File: config.mk
export PLATFORM = sky130hd
export DESIGN_NAME = mult_seq_ctrl
export DESIGN_NICKNAME = d
export VERILOG_FILES = /design/src/rtl/mult_seq_ctrl.sv
export SDC_FILE = /design/constraint.sdc
export NUM_CORES = 1
export LEC_CHECK = 0
export BUFFER_PORTS_ARGS = -buffer_cell sky130_fd_sc_hd__buf_4
export CORE_MARGIN = 5
export CORE_UTILIZATION = 45
export DETAILED_ROUTE_END_ITERATION = 10
export PLACE_DENSITY = 0.65
export SLEW_MARGIN = 40
export SYNTH_ARGS = -nofsm -noshare
export SYNTH_HDL_FRONTEND = slang
export SYNTH_SLANG_ARGS = --single-unit
File: constraint.sdc
create_clock -name clk_i -period 18.8 [get_ports clk_i]
set_clock_uncertainty 0.15 [all_clocks]
set_input_delay 0.94 -clock clk_i [delete_from_list [all_inputs] [get_ports clk_i]]
set_output_delay 0.94 -clock clk_i [all_outputs]
set_load 0.02 [all_outputs]
File: src/rtl/mult_seq_ctrl.sv
// Sequencing controller around a configurable 4x4 Baugh-Wooley multiplier.
// Supports one signed 8x8 multiply (four 4x4 partial products accumulated
// over four cycles), one signed 4x4 multiply, or two packed signed 2x2
// multiplies, with valid/ready handshakes on both the request and result sides.

// Configurable 4x4 multiplier.
//   Full precision: signed/unsigned 4x4 product. invert_second_row_i marks
//   a[3] as a negative-weight bit, and invert_first_bit_i marks b[3] as a
//   negative-weight bit.
//   Halved precision: two independent 2x2 lanes, each on bits [1:0] and [3:2].
//   continue_higher_i = 1 leaves the Baugh-Wooley constant out, because the
//   caller folds it into a wider accumulation.
module config_multiplier_4bit (
    input  logic [3:0] a_i,
    input  logic [3:0] b_i,
    input  logic       halved_precision_i,
    input  logic       continue_higher_i,
    input  logic       invert_first_bit_i,
    input  logic       invert_second_row_i,
    output logic [7:0] product_o
);

    logic [7:0]      full_sum;
    logic [7:0]      full_corr;
    logic [1:0][3:0] lane_sum;
    logic [1:0][3:0] lane_corr;

    // Partial-product array: each negative-weight bit is inverted and the
    // matching constant is subtracted (unless the caller takes care of it).
    // NOTE: every variable written here gets a default first, so no latch is inferred.
    always_comb begin
        full_sum  = '0;
        full_corr = '0;
        lane_sum  = '0;
        lane_corr = '0;
        for (int i = 0; i < 4; i++) begin
            for (int j = 0; j < 4; j++) begin
                logic inv;
                inv = (invert_second_row_i && (i == 3)) ^ (invert_first_bit_i && (j == 3));
                if ((a_i[i] & b_i[j]) ^ inv) full_sum = full_sum + (8'd1 << (i + j));
                if (inv)                     full_corr = full_corr + (8'd1 << (i + j));
            end
        end
        for (int l = 0; l < 2; l++) begin
            for (int i = 0; i < 2; i++) begin
                for (int j = 0; j < 2; j++) begin
                    logic inv;
                    inv = (invert_second_row_i && (i == 1)) ^ (invert_first_bit_i && (j == 1));
                    if ((a_i[2*l+i] & b_i[2*l+j]) ^ inv) lane_sum[l] = lane_sum[l] + (4'd1 << (i + j));
                    if (inv)                             lane_corr[l] = lane_corr[l] + (4'd1 << (i + j));
                end
            end
        end
        if (halved_precision_i) begin
            product_o = continue_higher_i ? {lane_sum[1], lane_sum[0]}
                                          : {lane_sum[1] - lane_corr[1], lane_sum[0] - lane_corr[0]};
        end else begin
            product_o = continue_higher_i ? full_sum : full_sum - full_corr;
        end
    end

endmodule

module mult_seq_ctrl #(
    parameter bit          EN_8BIT = 1'b1,
    parameter logic [15:0] BW_CORR = 16'h8100
) (
    input  logic        clk_i,
    input  logic        rst_ni,
    input  logic        in_valid_i,
    output logic        in_ready_o,
    input  logic [1:0]  mode_i,
    input  logic [7:0]  a_i,
    input  logic [7:0]  b_i,
    output logic        out_valid_o,
    input  logic        out_ready_i,
    output logic [15:0] result_o,
    output logic        err_o,
    output logic        busy_o
);

    localparam logic [1:0] IDLE = 2'd0;
    localparam logic [1:0] RUN  = 2'd1;
    localparam logic [1:0] DONE = 2'd2;

    localparam logic [1:0] MODE_8B  = 2'd0;
    localparam logic [1:0] MODE_4B  = 2'd1;
    localparam logic [1:0] MODE_2X2 = 2'd2;

    logic [1:0]  state_q, state_d;
    logic [1:0]  step_q, step_d;
    logic [15:0] acc_q, acc_d;
    logic [7:0]  a_q, a_d;
    logic [7:0]  b_q, b_d;
    logic [1:0]  mode_q, mode_d;
    logic        err_q, err_d;

    logic        in_illegal;
    logic        is_8b;
    logic [3:0]  mul_a, mul_b;
    logic        mul_inv_first, mul_inv_row;
    logic [7:0]  mul_p;
    logic [3:0]  shamt;
    logic [15:0] step_term;

    assign in_illegal = (mode_i == 2'd3) || ((mode_i == MODE_8B) && !EN_8BIT);
    assign is_8b      = (mode_q == MODE_8B);

    // Operand and control selection for the current step, from latched operands only.
    always_comb begin
        mul_a         = (is_8b && step_q[0]) ? a_q[7:4] : a_q[3:0];
        mul_b         = (is_8b && step_q[1]) ? b_q[7:4] : b_q[3:0];
        mul_inv_row   = is_8b ? step_q[0] : 1'b1;
        mul_inv_first = is_8b ? step_q[1] : 1'b1;
        case (step_q)
            2'd0:    shamt = 4'd0;
            2'd3:    shamt = 4'd8;
            default: shamt = 4'd4;
        endcase
        step_term = {8'b0, mul_p} << shamt;
    end

    config_multiplier_4bit u_mul (
        .a_i                 (mul_a),
        .b_i                 (mul_b),
        .halved_precision_i  (mode_q == MODE_2X2),
        .continue_higher_i   (is_8b),
        .invert_first_bit_i  (mul_inv_first),
        .invert_second_row_i (mul_inv_row),
        .product_o           (mul_p)
    );

    // Next-state logic: accept, step/accumulate, and hold the result until taken.
    always_comb begin
        state_d = state_q;
        step_d  = step_q;
        acc_d   = acc_q;
        a_d     = a_q;
        b_d     = b_q;
        mode_d  = mode_q;
        err_d   = err_q;
        case (state_q)
            IDLE: begin
                if (in_valid_i) begin
                    a_d     = a_i;
                    b_d     = b_i;
                    mode_d  = mode_i;
                    step_d  = 2'd0;
                    acc_d   = '0;
                    err_d   = in_illegal;
                    state_d = in_illegal ? DONE : RUN;
                end
            end
            RUN: begin
                if (is_8b) begin
                    acc_d  = acc_q + step_term + ((step_q == 2'd0) ? BW_CORR : 16'd0);
                    step_d = step_q + 2'd1;
                    if (step_q == 2'd3) state_d = DONE;
                end else begin
                    acc_d   = (mode_q == MODE_4B) ? {{8{mul_p[7]}}, mul_p} : {8'b0, mul_p};
                    state_d = DONE;
                end
            end
            DONE: begin
                if (out_ready_i) state_d = IDLE;
            end
            default: state_d = IDLE;
        endcase
    end

    // State registers; reset aborts any operation in flight.
    // NOTE: sequential state uses non-blocking assignments so all registers update together.
    always_ff @(posedge clk_i or negedge rst_ni) begin
        if (!rst_ni) begin
            state_q <= IDLE;
            step_q  <= 2'd0;
            acc_q   <= '0;
            a_q     <= '0;
            b_q     <= '0;
            mode_q  <= MODE_8B;
            err_q   <= 1'b0;
        end else begin
            state_q <= state_d;
            step_q  <= step_d;
            acc_q   <= acc_d;
            a_q     <= a_d;
            b_q     <= b_d;
            mode_q  <= mode_d;
            err_q   <= err_d;
        end
    end

    assign in_ready_o  = (state_q == IDLE);
    assign out_valid_o = (state_q == DONE);
    assign busy_o      = (state_q != IDLE);
    assign result_o    = acc_q;
    assign err_o       = err_q;

endmodule

=== Word level (Yosys, flattened, before mapping) ===
Index checks and enable logic that the tools add are counted.

* Register bits: 39
* Bits in latches: 0
* Memory bits (writable): 0
* Bits in read-only memories: 0
* Input port bits: 22
* Output and inout bits: 20
* Logic and storage cells: 147
* Memories kept: 0

* $add $sub $neg: 35
* Multiply operators: 0
* Divide/modulo/power cells: 0
* Order comparisons: 0
* Eq/ne operators: 10
* Shifts and indexed selects: 1
* Muxes and demuxes: 56
* Bitwise logic cells: 27
* Reduce and logical (&&, ||, !) cells: 11

{| class="wikitable"
|+ Operator list
! operator !! number
|-
| 8-bit 2-to-1 mux || 24
|-
| 16-bit 2-to-1 mux || 4
|-
| 4-bit 2-to-1 mux || 11
|-
| 8-bit by 4-bit adder with 8-bit output (second input constant) || 5
|-
| 8-bit by 5-bit adder with 8-bit output (second input constant) || 5
|-
| 16-bit adder || 2
|-
| 8-bit by 6-bit adder with 8-bit output (second input constant) || 4
|-
| 16-bit one-hot mux with 2 select lines || 1
|-
| 8-bit by 3-bit adder with 8-bit output (second input constant) || 3
|-
| 4-bit by 2-bit adder with 4-bit output (second input constant) || 5
|-
| 8-bit by 2-bit adder with 8-bit output (second input constant) || 2
|-
| 8-bit by 7-bit adder with 8-bit output (second input constant) || 2
|-
| 1-bit bitwise AND || 16
|-
| 2-bit 2-to-1 mux || 8
|-
| 8-bit by 4-bit << shifter with 16-bit output || 1
|-
| 4-bit by 3-bit adder with 4-bit output (second input constant) || 3
|-
| 1-bit XOR || 11
|-
| 2-bit equality test (second input constant) || 4
|-
| 4-bit one-hot mux with 2 select lines || 1
|-
| 4-bit subtractor || 2
|-
| 8-bit subtractor || 1
|-
| 2-bit logical NOT || 3
|-
| 2-bit one-hot mux with 3 select lines || 1
|-
| 3-bit AND reduction || 2
|-
| 10 further kinds || 19
|}

=== Depth between registers and ports, before layout ===
Gate-level depths: netlist of the first run.

* Depth after elaboration: 43
* Depth in mapped cells: 58
* Depth with buffers taken out: 55

=== Modules after synthesis ===
Synthesis of the first run repeated with hierarchy kept, for this count alone.

* Cells, all modules: 554
* Area total of the unflattened synthesis: 4,932.2 um^2

{| class="wikitable"
|+ Modules (own cells, without submodules)
! module !! instances !! cells each !! area each (um^2) !! sequential area each (um^2)
|-
| mult_seq_ctrl || 1 || 277 || 2,816.5 || 975.9
|-
| config_multiplier_4bit || 1 || 277 || 2,115.8 || 0.0
|}

=== Worst setup path after synthesis of the first run ===
Ideal clock, no wire load.

* Kind: register to register
* Start point: reg mode_q[1]
* End point: reg acc_q[15], in the netlist result_o[15]
* Arrival time: 11.486 ns
* Path slack: 7.034 ns
* Stages on the path, launching flop included: 59
* Path buffers: 3
* Period minus slack after synthesis: 11.766 ns
* Cells stage by stage: dfrtp_1 buf_6 nor3b_2 buf_6 mux2_2 and2_1 clkbuf_1 ha_1 nand3_1 nand2_1 ha_1 a2bb2oi_1 and2_1 ha_1 nand2_1 mux2i_1 o31ai_2 xnor3_1 [... 23 more ...] xnor2_2 xnor2_2 o21ai_2 o21ai_0 nor2_1 ha_1 ha_1 a21boi_0 o21ai_0 a21oi_1 o21ai_0 a21boi_0 o21ai_0 a21boi_0 or4_1 nand3_1 o2111ai_1 nor3b_2

* Cells in the longest elaborated chain, start to end: 43
* Elaborated cells on any way between the ends: 111
* Those cells by class: 34 x add/sub; 2 x eq/ne; 1 x shift; 44 x mux; 27 x bitwise; 3 x reduce/logical

{| class="wikitable"
|+ RTL lines
! what !! line !! source
|-
| start, declared || 95 || <nowiki>logic [1:0] mode_q, mode_d;</nowiki>
|-
| start signal, assigned || 188 || <nowiki>mode_q <= mode_d;</nowiki>
|-
| 2-bit logical NOT || 107 || <nowiki>assign is_8b = (mode_q == MODE_8B);</nowiki>
|-
| 1-bit logical AND (on tied branches) || 111, 112 ||
|-
| 4-bit 2-to-1 mux (on tied branches) || 111, 112 ||
|-
| 1-bit bitwise AND || 40, 49 ||
|-
| 1-bit 2-to-1 mux || 40, 49 ||
|-
| 8-bit by 2-bit adder with 8-bit output || 40 || <nowiki>if ((a_i[i] & b_i[j]) ^ inv) full_sum = full_sum + (8'd1 << (i + j));</nowiki>
|-
| 8-bit 2-to-1 mux || 40 ||
|-
| 8-bit by 3-bit adder with 8-bit output || 40 ||
|-
| [... 26 more ...] || - ||
|-
| 8-bit 2-to-1 mux || 40 ||
|-
| 8-bit subtractor || 58 || <nowiki>product_o = continue_higher_i ? full_sum : full_sum - full_corr;</nowiki>
|-
| 8-bit 2-to-1 mux || 58 ||
|-
| 8-bit 2-to-1 mux || 54 || <nowiki>if (halved_precision_i) begin</nowiki>
|-
| 8-bit by 4-bit << shifter with 16-bit output || 120 || <nowiki>step_term = {8'b0, mul_p} << shamt;</nowiki>
|-
| 16-bit adder (2 in a row) || 156 || <nowiki>acc_d = acc_q + step_term + ((step_q == 2'd0) ? BW_CORR : 16'd0);</nowiki>
|-
| 16-bit 2-to-1 mux (*) || 155 || <nowiki>if (is_8b) begin</nowiki>
|-
| 16-bit one-hot mux with 2 select lines (*) || 142 || <nowiki>case (state_q)</nowiki>
|-
| end signal, assigned || 177 || <nowiki>acc_q <= '0;</nowiki>
|-
| end signal, assigned || 185 || <nowiki>acc_q <= acc_d;</nowiki>
|-
| end, declared || 92 || <nowiki>logic [15:0] acc_q, acc_d;</nowiki>
|}

Every way passes the cells marked *; elsewhere a longest branch is shown, timed or not.
A chain may end at the register's enable or synchronous reset.

=== Worst setup path after layout of the first run ===
* Start point: reg mode_q[0]
* End point: reg acc_q[15], in the netlist result_o[15]

Same word-level chain as after synthesis.

==> run summary, run 1 <==
Initial core utilization: 0.463
Final setup fails: 0
Fin crit period: 13.24 ns
Synth Cell Area: 4780 um^2
Max Freq: 75.5 MHz
Placer Congestion: 0.933
Slowest CP cell: nor3b_4
Antenna violation net count after detailed routing: 0
WL final: 12200 um
Maximum clock path buffer count: 2
DR WL met3: 507 um
Synth Register Bits: 39
Detailed Route Iter0 Violations: 285
Crit Path Max Fanout: 17
Status: complete, no violations
Hold WC Path Type: register to register
Max_cap viols: 0
TritonCTS Buffers: 5
Synthesis-to-finish area growth: 10.5%
Dpl hpwl: 9620 um
Number of warnings issued by yosys: 0
Die Footprint: 12800 um^2
Number of distinct library cells after synthesis: 71
Cell count after synthesis: 590
Least-Margin Pin Slew: 0.758 ns
R2r setup slk: 5.56 ns
Postcts setup bufs: 0
DRC Markers: 0
Largest net degree at the start of global routing: 40
Syn Nets: 671
EDFF count, synth: 0
DR WL met2: 5980 um
# resized after CTS: 0
Die height: 113 um
Initial antenna violation count: 0
Die width: 113 um
IO Port Bufs: 41
DR pass1 iterations: 5
Vias in the first global route: 4167
CTS tree: yes
Final std cells w/o fill: 757
Primary FF master, synth: dfrtp_1
Setup TNS: 0 ns
Slew Viols, Final: 0
Leading cell type in the layout, fill and taps excluded: nand2_1
Final period util: 0.704
First-pass GRT wire length: 20600 um
Relative slew slack: 0.489
Total track usage: 0.195
Top delay family on crit path: XOR/XNOR gates
Crit-path most repeated cell: ha_1
Sequential element share of the synthesized area: 0.204
Overflow after GRT: 0
Vias per cell: 5.67
Worst skew pair latency: 0.31 ns
Post-synth ARST share: 1.00
Syn avg cell area: 8.10 um^2
Clk slew on worst S/H paths: 0.09 ns
WP data required: 18.84 ns
Crit-path max cell delay: 0.72 ns
Placed Cells: 749
Commonest non-fill, non-tap cells in the layout: nand2_1 (114), ha_1 (54), buf_4 (43), nor2_1 (39), dfrtp_1 (39)
Number of antenna diodes: 0
Routed wire length per instance: 16.1 um
WL met1: 5540 um
Endpoint class of the critical path: register
Share of layout cells above drive strength 1: 0.135
Io pins: 42
CP Launch Type: register
Root Driver: clkbuf_8
RSZ-0062 raised after global routing: false
Nets: 701
Core area: 10300 um^2
Crit path buf inv count: 0
CP Class: register to register
Crit path DAT: 13.28 ns
Final hold vios: 0
Max Used Layer: met4
# H-tree levels: 2
Post-CTS Hold Buffers: 0
Clock sinks: 39
Std cell rows: 37
Vias: 4294
## cells in the mapped netlist (3+ instances only)
library cell / number / area [um^2]
a211oi_1: 5 / 37.5
nand3_1: 23 / 115
nor3_1: 9 / 45.0
nor2b_1: 10 / 62.6
a21oi_1: 29 / 145
ha_1: 54 / 676
fa_1: 5 / 100
o211ai_1: 3 / 22.5
nor3b_2: 3 / 37.5
dfrtp_1: 39 / 976
xor2_1: 9 / 78.8
a21o_1: 4 / 30.0
nor2_1: 40 / 150
nand2b_1: 5 / 31.3
mux2i_1: 18 / 180
a21boi_0: 5 / 37.5
o21ai_0: 38 / 190
o22ai_1: 5 / 31.3
and3_1: 6 / 37.5
clkbuf_1: 15 / 56.3
xnor2_1: 33 / 289
and2_1: 7 / 43.8
nand2_1: 115 / 432
mux2_2: 9 / 101
a22o_1: 6 / 52.6
inv_1: 33 / 124
a31oi_1: 3 / 18.8
## path summary, 6_finish.rpt
check / cells past startpoint / startpoint / to
max: 55 / mode_q[0] / result_o[15]
min: 2 / result_o[8] / result_o[8]
max reg2reg: 55 / mode_q[0] / result_o[15]
min reg2reg: 2 / result_o[8] / result_o[8]
max in group asynchronous: 1 / rst_ni / b_q[5]
min in group asynchronous: 1 / rst_ni / result_o[10]
## per-layer routing
layer | global-route usage | vias up
li1 | - | 2148
met5 | 0 | -
met3 | 0.0310 | 11
met4 | 0.0337 | 0
met2 | 0.342 | 80
met1 | 0.256 | 2055
## cell families (layout without fill, tap and decap cells)
| logic type | Yosys count | count (layout) | synth area share |
|---|---|---|---|
| adder cells (fa/ha/maj) | 61 | 61 | 0.167 |
| multiplexers | 29 | 29 | 0.0641 |
| XOR/XNOR | 47 | 47 | 0.0984 |
| flip-flops | 39 | 39 | 0.204 |
| AO/OA/AOI/OAI | 126 | 126 | 0.191 |
| AND/OR/NAND/NOR | 234 | 234 | 0.229 |
| buffers and inverters | 54 | 85 | 0.0471 |
## layout make-up
| cell class | count | area [um^2] |
|---|---|---|
| Clock buffer | 5 | 68.8 |
| Clock inverter | 3 | 25.0 |
| Fill cell | 988 | 5040 |
| Inverter | 34 | 128 |
| Multi-Input combinational cell | 497 | 3590 |
| Sequential cell | 39 | 976 |
| Tap cell | 136 | 170 |
| Timing Repair Buffer | 43 | 323 |
## worst min-delay path, delay by kind of cell, from the launching register on
| kind | cells | cell delay (ns) |
|---|---|---|
| AND/OR/NAND/NOR | 2 | 0.10 |
| flip-flops | 1 | 0.37 |
## registers in the layout, summed over array words and instances, names as in the netlist
signal,cells
result_o,16
mode_q,2
step_q,2
err_o,1
state_q,2
a_q,8
b_q,8
## through the flow
| step | cell area [um^2] | setup WS, ns | util | hold WS (ns) |
|---|---|---|---|---|
| floorplan | 4780 | 7.03 | - | 0.312 |
| global placement | 5180 | 5.96 | 0.501 | 0.323 |
| detailed placement | 5190 | 5.75 | 0.502 | 0.336 |
| CTS | 5280 | 5.63 | 0.512 | 0.358 |
| global route | 5280 | 4.52 | 0.512 | 0.387 |
| finish | 5280 | 5.56 | 0.512 | 0.350 |
Power of run 1 is not shown: default switching activity piles up to over one toggle a cycle in this logic, so the estimate is an artifact.
==> run 2, diff against run 1 <==
PLACE_DENSITY = 0.67   (was 0.65)
clock period = 11.8 ns   (was 18.8 ns; I/O delays follow)
==> run 2 against run 1 <==
Sequential share of layout area decreased by 0.80 points. Die area is the same. Final area rose by 4.8%. Clock-buffer cell count unchanged. Fmax is 18% higher. Sequential cell count is the same. Worst setup slack worse by 5.0 ns. Final cell count increased by 2.6%. Critical path type unchanged.
==> run summary, run 2 (synthesis gave the netlist of run 1 again) <==
Status: complete, no violations
Clock sinks: 39 (unchanged)
Final Core Density: 0.536 (+0.0246)
Least-Margin Pin Slew: 0.677 ns (-0.0817 ns)
Die Footprint: 12800 um^2 (unchanged)
Clk slew on worst S/H paths: 0.09 ns (about the same)
Antenna violation net count after detailed routing: 0 (unchanged)
Placed Cells: 763 (+1.9%)
Fin crit period: 11.26 ns (-1.98 ns)
CP Class: register to register
Crit path DAT: 11.30 ns (-1.98 ns)
Die width: 113 um (unchanged)
Vias: 4373 (+1.8%)
IO Port Bufs: 41 (unchanged)
Root Driver: clkbuf_8
Final std cells w/o fill: 777 (+2.6%)
Worst Setup Slack, final: 0.539 ns (-5.02 ns)
DRC Markers: 0 (unchanged)
First-pass GRT wire length: 20700 um (+0.67%)
Final hold vios: 0 (unchanged)
Endpoint class of the critical path: register
Hold WC Path Type: input pin to asynchronous set/reset pin
Routed wire length per instance: 15.8 um (-2.1%)
Post-CTS Hold Buffers: 0 (unchanged)
Post-Place Worst Slack: -0.231 ns (-5.98 ns)
Fillers: 981 (-0.71%)
Core area: 10300 um^2 (unchanged)
Initial antenna violation count: 0 (unchanged)
# H-tree levels: 2 (unchanged)
Leading cell type in the layout, fill and taps excluded: nand2_1
Share of layout cells above drive strength 1: 0.197 (+0.0613)
Slowest CP cell: or4_1
Die height: 113 um (unchanged)
TritonCTS Buffers: 5 (unchanged)
CP Launch Type: register
Crit-path most repeated cell: ha_1
Max_cap viols: 0 (unchanged)
Relative slew slack: 0.544 (+0.0550)
Largest net degree at the start of global routing: 40 (unchanged)
Dpl hpwl: 9630 um (+0.14%)
Max FFs per register: 16 (unchanged)
Nets: 721 (+2.9%)
Total track usage: 0.195 (about the same)
Std cell rows: 37 (unchanged)
Placer Congestion: 1.01 (+8.5%)
Slew Viols, Final: 0 (unchanged)
Maximum clock path buffer count: 2 (unchanged)
Final period util: 0.954 (+0.250)
Vias in the first global route: 4273 (+2.5%)
WL final: 12200 um (+0.52%)
Synthesis-to-finish area growth: 15.8%
Final setup fails: 0 (unchanged)
DR pass1 iterations: 5 (unchanged)
Crit Path Max Fanout: 5 (-12)
WP data required: 11.84 ns (-7.00 ns)
Commonest non-fill, non-tap cells in the layout: nand2_1 (113), buf_4 (63), ha_1 (52), nor2_1 (39), dfrtp_1 (37)
Overflow after GRT: 0 (unchanged)
Vias per cell: 5.63 (-0.78%)
Multi-input logic area: 3690 um^2 (+2.9%)
CTS tree: yes
Initial core utilization: 0.463 (unchanged)
Io pins: 42 (unchanged)
Worst skew pair latency: 0.30 ns (about the same)
Seq. cell area: 978 um^2 (+0.26%)
Number of antenna diodes: 0 (unchanged)
Crit-path max cell delay: 0.50 ns (-0.22 ns)
Max Freq: 88.8 MHz (+18%)
Detailed Route Iter0 Violations: 204 (-28%)
run 2: cell types whose count changed in the layout (fill, tap and decap cells not counted), sizes merged:
| cell | change |
|---|---|
| buf | +20 |
| clkinv | -2 |
| clkinvlp | +1 |
| inv | +1 |
run 2: worst max-delay path, delay by kind of cell (launching register included):
family	cells	cell delay [ns]
AND/OR/NAND/NOR	16	2.56
XOR/XNOR	12	2.40
adder cells (fa/ha/maj)	10	2.78
AO/OA/AOI/OAI	14	2.16
multiplexers	3	0.60
flip-flops	1	0.47
run 2: area by class of cell:
type | instances | area share
Clock buffer | 5 | 0.0124
Clock inverter | 3 | 0.00429
Inverter | 34 | 0.0231
Multi-Input combinational cell | 497 | 0.667
Sequential cell | 39 | 0.177
Tap cell | 136 | 0.0307
Timing Repair Buffer | 63 | 0.0854
run 2: what timing repair did:
| action | CTS | global route |
|---|---|---|
| endpoints found under the setup margin | 1 | 4 |
| resized for setup | 3 | 28 |
| setup buffers | 2 | 4 |
| pin swaps | 3 | 14 |
run 2: path summary, 6_finish.rpt:
path / from / to / slack (ns) / depth (start not counted)
hold / removal: rst_ni / result_o[11] / 0.09 / 1
min in group clk_i: a_i[1] / a_q[1] / 0.32 / 3
setup reg to reg: mode_q[1] / result_o[15] / 0.54 / 55
hold reg to reg: err_o / err_o / 0.36 / 2
max in group asynchronous: rst_ni / mode_q[1] / 11.02 / 1
setup / recovery: mode_q[1] / result_o[15] / 0.54 / 55
run 2: layer usage:
layer	wire, um	up-vias	GRT usage
met2	5870	123	0.336
met3	566	29	0.0251
met1	5530	2052	0.256
met4	279	0	0.0545
li1	-	2169	-
met5	0	-	0
run 2: stage by stage:
| stage | hold slack [ns] | TNS [ns] | instance area [um^2] |
|---|---|---|---|
| final | 0.0929 | 0 | 5540 |
| after global routing | 0.141 | -0.0407 | 5540 |
| after CTS | 0.107 | 0 | 5410 |
| after detailed placement | 0.341 | -0.231 | 5290 |
| after global placement | 0.322 | 0 | 5280 |
| after floorplan | 0.144 | 0 | 4780 |
Power of run 2 is left out for the same reason.
==> run 3, diff against run 2 <==
ABC_AREA = 0   (was default)
RECOVER_POWER = 100   (was default)
TNS_END_PERCENT = 30   (was default)
==> run 3 against run 2 <==
The flow now finishes with violations (capacitance limit, slew limit). Global-route usage unchanged. First-iteration DRC count is 5.4% lower. Clock-buffer cell count stayed put. Critical path type unchanged.
==> run summary, run 3 (synthesis gave the netlist of run 1 again) <==
Endpoint class of the critical path: register
DRC Markers: 0 (unchanged)
Least-Margin Pin Slew: 2.11 ns (+1.43 ns)
Crit Path Max Fanout: 5 (unchanged)
Overflow after GRT: 0 (unchanged)
Dpl hpwl: 9630 um (unchanged)
Crit-path max cell delay: 0.50 ns (about the same)
CP Class: register to register
Routed wire length per instance: 15.7 um (-0.11%)
Die width: 113 um (unchanged)
Clk slew on worst S/H paths: 0.09 ns (about the same)
Failing checks: capacitance limit, slew limit
Leading cell type in the layout, fill and taps excluded: nand2_1
Hold WC Path Type: input pin to register
Root Driver: clkbuf_8
Max_cap viols: 1 (+1)
Std cell rows: 37 (unchanged)
Nets: 721 (unchanged)
Initial core utilization: 0.463 (unchanged)
Vias per cell: 5.66 (+0.48%)
Crit-path most repeated cell: ha_1
RR Startpoint: mode_q[1]
Worst skew pair latency: 0.30 ns (about the same)
WL final: 12200 um (-0.11%)
Hold_sp: a_i[1]
Max Freq: 88.8 MHz (about the same)
Io pins: 42 (unchanged)
Slowest CP cell: or4_1
Core area: 10300 um^2 (unchanged)
Final setup fails: 0 (unchanged)
Commonest non-fill, non-tap cells in the layout: nand2_1 (114), ha_1 (52), buf_4 (41), nor2_1 (39), dfrtp_1 (37)
Post-CTS Hold Buffers: 0 (unchanged)
Final hold vios: 0 (unchanged)
Setup crit start: mode_q[1]
Antenna violation net count after detailed routing: 0 (unchanged)
Die height: 113 um (unchanged)
Final period util: 0.955 (about the same)
TritonCTS Buffers: 5 (unchanged)
Critical path destination: result_o[15]
Total track usage: 0.195 (unchanged)
Synthesis-to-finish area growth: 14.0%
First-pass GRT wire length: 20700 um (unchanged)
Vias: 4394 (+0.48%)
Status: complete, but fails checks
Maximum clock path buffer count: 2 (unchanged)
Setup TNS: 0 ns (unchanged)
Initial antenna violation count: 0 (unchanged)
Max FFs per register: 16 (unchanged)
CTS tree: yes
Reg-to-reg endpoint: result_o[15]
Clock sinks: 39 (unchanged)
Final std cells w/o fill: 777 (unchanged)
Slew Viols, Final: 40 (+40)
Reg2Reg Depth: 55 (unchanged)
Largest net degree at the start of global routing: 40 (unchanged)
Detailed Route Iter0 Violations: 193 (-5.4%)
Die Footprint: 12800 um^2 (unchanged)
Placer Congestion: 1.01 (unchanged)
Crit path DAT: 11.30 ns (about the same)
IO Port Bufs: 41 (unchanged)
R2r setup slk: 0.53 ns (about the same)
# H-tree levels: 2 (unchanged)
DR pass1 iterations: 5 (unchanged)
Placed Cells: 763 (unchanged)
Fin crit period: 11.27 ns (+0.00454 ns)
Vias in the first global route: 4273 (unchanged)
CP Launch Type: register
Number of antenna diodes: 0 (unchanged)
Relative slew slack: -0.406 (-0.950)
WP data required: 11.84 ns (about the same)
Share of layout cells above drive strength 1: 0.161 (-0.0359)
## run 3: changes by cell type in the layout (fill, tap and decap cells not counted), sizes merged
cell	previous run	this run
buf	63	41
clkbuf	5	27
## run 3: worst min path at each step
stage                   endpoint  cells after the start
floorplan                 a_q[0]                      0
global route              a_q[5]                      3
CTS                 result_o[10]                      1
global placement           err_o                      2
detailed placement         err_o                      2
finish                    a_q[1]                      3
## run 3: stage by stage
stage,hold WS [ns],instance area (um^2),setup WS [ns],utilization
2_1_floorplan,0.144,4780,0.0337,-
5_1_grt,0.319,5450,-0.0407,0.528
3_5_place_dp,0.341,5290,-0.231,0.512
6_report,0.316,5450,0.534,0.528
4_1_cts,0.107,5410,0.0392,0.524
3_3_place_gp,0.322,5280,0.228,0.512
## run 3: repair_timing
item                       4_1_cts  5_1_grt
resized for setup                3       28
cloned                           0        0
pin swaps                        3       14
buffers inserted                 2        4
setup endpoints to repair        1        4
## run 3: layout make-up
type | count | area, um^2
Clock buffer | 5 | 68.8
Clock inverter | 3 | 23.8
Fill cell | 1011 | 4870
Inverter | 34 | 128
Multi-Input combinational cell | 497 | 3690
Sequential cell | 39 | 978
Tap cell | 136 | 170
Timing Repair Buffer | 63 | 390
## run 3: metal layers
metal  GRT usage  routed length, um
met5           0                  0
met2       0.336               5860
met1       0.256               5430
met3      0.0251                655
met4      0.0545                280
## run 3: worst max-delay path: cells and delay by family, from the launching register on
kind | cells | cell delay (ns)
adders and majority gates | 10 | 2.78
and+or+nand+nor | 16 | 2.56
xor gates and xnor gates | 12 | 2.40
AOI/OAI and AO/OA | 14 | 2.16
muxes | 3 | 0.60
DFF | 1 | 0.47
Power of run 3 is left out for the same reason.
